**src/rtl/regfile_writeback.sv**
```systemverilog
// Register-bank write side: in-order write buffer that retires one entry per cycle into a 32x32 bank (x0 hardwired to 0).
// Optional `WB_BYPASS_EN: a write arriving to an empty buffer with drain_en=1 goes straight into the bank.
module regfile_writeback #(
  parameter int DEPTH = 4
) (
  input  logic                   clk,
  input  logic                   rst,
  input  logic                   wb_valid,
  output logic                   wb_ready,
  input  logic [4:0]             wb_rd,
  input  logic [31:0]            wb_data,
  input  logic                   drain_en,
  output logic [31:0]            register_bank [32],
  output logic [31:0]            rd_pending,
  output logic [$clog2(DEPTH):0] count
);

  localparam int PW = $clog2(DEPTH);
  localparam int CW = PW + 1;

  logic [4:0]    ent_rd_q  [DEPTH];
  logic [4:0]    ent_rd_d  [DEPTH];
  logic [31:0]   ent_dat_q [DEPTH];
  logic [31:0]   ent_dat_d [DEPTH];
  logic [PW-1:0] head_q, head_d;
  logic [PW-1:0] tail_q, tail_d;
  logic [CW-1:0] cnt_q, cnt_d;
  logic [31:0]   bank_q [32];
  logic [31:0]   bank_d [32];

  logic accept, pop, push, bypass;
  logic [PW-1:0] idx;

  assign wb_ready = (cnt_q != CW'(DEPTH));
  assign accept   = wb_valid && wb_ready;
  assign pop      = drain_en && (cnt_q != '0);

`ifdef WB_BYPASS_EN
  assign bypass = accept && (cnt_q == '0) && drain_en && (wb_rd != 5'd0);
`else
  assign bypass = 1'b0;
`endif

  // x0 writes are accepted but never occupy an entry
  assign push = accept && (wb_rd != 5'd0) && !bypass;

  always_comb begin
    ent_rd_d  = ent_rd_q;
    ent_dat_d = ent_dat_q;
    bank_d    = bank_q;
    head_d    = head_q;
    tail_d    = tail_q;
    if (pop) begin
      bank_d[ent_rd_q[head_q]] = ent_dat_q[head_q];
      head_d = head_q + PW'(1);
    end
    if (bypass) begin
      bank_d[wb_rd] = wb_data;
    end
    if (push) begin
      ent_rd_d[tail_q]  = wb_rd;
      ent_dat_d[tail_q] = wb_data;
      tail_d = tail_q + PW'(1);
    end
    cnt_d     = cnt_q + CW'(push) - CW'(pop);
    bank_d[0] = '0;
  end

  always_comb begin
    rd_pending = '0;
    idx        = '0;
    for (int k = 0; k < DEPTH; k++) begin
      idx = head_q + PW'(k);
      if (CW'(k) < cnt_q) begin
        rd_pending[ent_rd_q[idx]] = 1'b1;
      end
    end
    rd_pending[0] = 1'b0;
  end

  always_ff @(posedge clk or negedge rst) begin
    if (!rst) begin
      head_q <= '0;
      tail_q <= '0;
      cnt_q  <= '0;
      for (int i = 0; i < DEPTH; i++) begin
        ent_rd_q[i]  <= '0;
        ent_dat_q[i] <= '0;
      end
      for (int i = 0; i < 32; i++) begin
        bank_q[i] <= '0;
      end
    end else begin
      head_q    <= head_d;
      tail_q    <= tail_d;
      cnt_q     <= cnt_d;
      ent_rd_q  <= ent_rd_d;
      ent_dat_q <= ent_dat_d;
      bank_q    <= bank_d;
    end
  end

  assign register_bank = bank_q;
  assign count         = cnt_q;

endmodule

```
**config.mk**
```make
export PLATFORM = sky130hd
export DESIGN_NAME = regfile_writeback
export DESIGN_NICKNAME = d
export VERILOG_FILES = /design/src/rtl/regfile_writeback.sv
export SDC_FILE = /design/constraint.sdc
export NUM_CORES = 2
export LEC_CHECK = 0
export ABC_AREA = 1
export CAP_MARGIN = 15
export CORE_MARGIN = 1
export CORE_UTILIZATION = 24
export DETAILED_ROUTE_END_ITERATION = 10
export PLACE_DENSITY = 0.47
export SLEW_MARGIN = 20
export SYNTH_ARGS = -nofsm -noshare
export SYNTH_HDL_FRONTEND = slang
export SYNTH_SLANG_ARGS = --single-unit
```
**constraint.sdc**
```tcl
create_clock -name clk -period 3.3 [get_ports clk]
set_clock_uncertainty 0.15 [all_clocks]
set_input_delay 0.66 -clock clk [delete_from_list [all_inputs] [get_ports clk]]
set_output_delay 0.66 -clock clk [all_outputs]
set_load 0.005 [all_outputs]
```
==> results.ini <==
[run]
drv_cap = 0

[placed_design]
dpl_cell_area_mm2 = 0.0641
io_buffers = 1067
dp_hpwl_um = 171000
place_congestion = 0.869

[layout]
nFillCells = 20700
final_util_pct = 35.1
areaGrowthSynthToFinish_pct = 44.9
seqCellArea_mm2 = 0.0287
finalNetCount = 6898
final_area_mm2 = 0.0704
multi_input_area_mm2 = 0.0188
drive_above_1_share_pct = 13.1

[power]
finalPower_w = 0.0815
vdd_drop_max_v = 0.000745
power_density_mw_per_mm2 = 1160
leakagePower_nw = 34.8

[cts]
h-tree-depth = 4
cts_buffers = 137
cts_tree = done
clock_sinks = 1147
cts_root_buffer = clkbuf_16
clk_latency_ns = 0.82
cts_buffer_depth = 3
clkTransAtPathRegs_ns = 0.06

[routing]
met1_length_um = 101000
wl_met3_um = 13600
top_layer = met5
viasPerCell = 4.79
routed_wl_um = 254000
wl_per_cell_um = 26.4
met2_length_um = 124000
vias = 46100
drc_errors = 0
firstDrtPassIters = 6
first_iter_violations = 4350
ant_nets = 0

[yosys]
ys_types = 29
syn_area_mm2 = 0.0486
synth_top_family_by_area = simple AND/OR/NAND/NOR gates
synth_xor_area_share_pct = 0.0541
synthSimpleGateAreaFrac_pct = 32.6
syn_avg_cell_area_um2 = 8.49
synth_cells = 5726
ys.flop_type = dfrtp_1
synthAdderAreaFrac_pct = 0.247
async_reset_ff_share_pct = 100
yosys_warnings = 0
seq_area_frac_synth_pct = 59.0
synth-compound-area-share_pct = 2.19
synth-seq-cells = 1147
synth_edf_count = 0
muxShareOfSynthArea_pct = 0

[timing]
hold_viol = 0
worst_pin_slew_ns = 1.09
fin_crit_ns = 3.67
setup_ws_ns = -0.372
maxSlewHeadroom_pct = 27.3
hold_ws_ns = 0.216
final_max_slew_viol_count = 0
finalSetupViolCount = 31
fin_setup_tns_ns = -7.83
max_freq_ghz = 0.272
rsz0062_at_grt = true
min_period_over_period_pct = 111

[outcome]
outcome = finished, violations left
violations = negative setup slack

[critical_path]
crit_chain = buf_12 -> nand2_8 -> nand2_8 -> buf_12 -> buf_16 -> nand2_1 -> nand2_4 -> nand2_4 -> nor2_4 -> nand2_1 -> nand4_1 -> buf_6 -> buf_6
critPathRequiredTime_ns = 2.49
max_stage_delay_ns = 0.48
regToRegSetupSlack_ns = 0.24
end_kind = output port
cp_top_family = buffers and inverters
arrival_ns = 2.86
worst-path-buf-inv = 5
path_max_fanout = 8
timing.rr.start = head_q[0]
r2r_end = register_bank[181]
worst_path_max_delay_cell = dfrtp_2
reg2regPathDepth = 15
crit_type = reg -> out
start_kind = register

[global_routing]
grt-ovfl-total = 0
grt_max_degree = 106
grt_antenna_before_repair = 31
grt_pass1_wl_um = 353000
first_global_vias = 44800
grt_usage_pct = 24.1

[die]
die_w_um = 452
initial_utilization_pct = 24.2
coreArea_mm2 = 0.200
die_h_um = 452
rows = 164
die-area_mm2 = 0.204
pin_count = 1101

[min_path]
min_path_type = in -> async

-- routing by layer --
layer,vias up,GRT usage [%]
li1,20500,-
met1,23300,29.8
met2,1766,39.7
met3,489,3.89
met4,8,14.0
met5,-,0
-- power breakdown --
| group | leakage, nW | internal (W) | switching (W) | total (W) |
|---|---|---|---|---|
| Combinational | 17.3 | 0.0160 | 0.0280 | 0.0440 |
| Clock | 2.16 | 0.00860 | 0.00654 | 0.0151 |
| Sequential | 15.3 | 0.0192 | 0.00316 | 0.0224 |
-- cell usage in the layout, fill, tap and decap left out, types with 6 or more instances in the layout --
cell,count
clkdlybuf4s50_1,1035
nand4_1,414
inv_1,68
nor2_4,40
o2111ai_4,32
clkbuf_16,140
clkinv_2,21
nor2_2,15
buf_12,74
buf_4,267
nand2_1,2846
nand2_2,56
conb_1,33
clkbuf_1,32
inv_2,22
nand3_1,293
o21ai_0,149
ha_1,8
nand3_2,40
clkbuf_8,27
diode_2,10
inv_6,6
buf_6,73
nand2_4,60
dfrtp_1,1146
-- worst max-delay path by stage --
stage | end | cells past startpoint | from | slack (ns)
floorplan | count[1] | 9 | wb_rd[3] | 0.58
global placement | rd_pending[19] | 11 | head_q[0] | -0.09
detailed placement | rd_pending[27] | 10 | head_q[0] | -0.07
CTS | rd_pending[27] | 12 | head_q[0] | -0.44
global route | rd_pending[28] | 12 | head_q[0] | -0.50
finish | rd_pending[1] | 13 | head_q[0] | -0.37
-- synthesized netlist by cell type, types with 2 or more instances --
cell,n,area [µm²]
nand4_1,414,2590
o2111ai_1,32,280
inv_2,18,67.6
nand2_1,2962,11100
buf_2,212,1060
dfrtp_1,1147,28700
xor2_1,2,17.5
buf_6,2,22.5
nand3_1,323,1620
nand2_2,4,25.0
nor2_4,11,124
buf_4,81,608
nor2_1,46,173
ha_1,8,100
nand3_2,12,120
inv_1,76,285
clkbuf_1,195,732
nor2_2,3,18.8
buf_1,18,67.6
nand3_4,2,35.0
o21ai_0,149,746
a21oi_1,2,10.0
-- worst register-to-register path, stage by stage, from the launching register on --
cell and delay, ns:
dfrtp_2 0.48, inv_8 0.14, buf_8 0.14, nand2_1 0.06, nand2_2 0.11, nand2_4 0.08
nand2_8 0.09, inv_2 0.06, nor2_4 0.15, buf_6 0.13, buf_4 0.12, buf_4 0.53
nand3_1 0.25, buf_12 0.25, nand2_1 0.13, nand2_1 0.06
-- state kept, by name, summed over array words and instances (netlist names) --
name and count:
register_bank 992, ent_dat_q 128, ent_rd_q 20, count 3
head_q 2, tail_q 2
-- per-stage QoR --
step | cells | setup slack, ns
5_1_grt | 9612 | -0.499
4_1_cts | 9592 | -0.437
3_5_place_dp | 9299 | -0.0717
2_1_floorplan | 5758 | 0.576
6_report | 9614 | -0.372
3_3_place_gp | 9299 | -0.0914
-- final cells by class --
type | count | share of cell area [%]
repair buffers | 1459 | 21.0
inverters | 94 | 0.526
clock inverters | 40 | 0.560
clock buffers | 199 | 5.67
flip-flops and latches | 1147 | 40.8
well taps | 2656 | 4.72
diodes | 10 | 0.0355
multi-input cells | 4009 | 26.7
-- kinds of logic (layout without fill, tap and decap cells) --
kind of cell	count (synthesis)	in the layout
XOR/XNOR	3	3
other	1	43
flip-flops	1147	1147
adder cells (fa/ha/maj)	9	9
buffers and inverters	602	1792
AO/OA/AOI/OAI	185	185
AND/OR/NAND/NOR	3779	3779
-- repair_timing --
| item | 4_1_cts | 5_1_grt |
|---|---|---|
| hold buffers | 1 | 0 |
| resized for setup | 401 | 100 |
| pin swaps | 101 | 62 |
| endpoints found under the setup margin | 31 | 48 |
| endpoints found under the hold margin | 11 | 0 |
| cloned | 5 | 0 |
| setup buffers | 54 | 18 |
(Power assumes the default switching activity.)
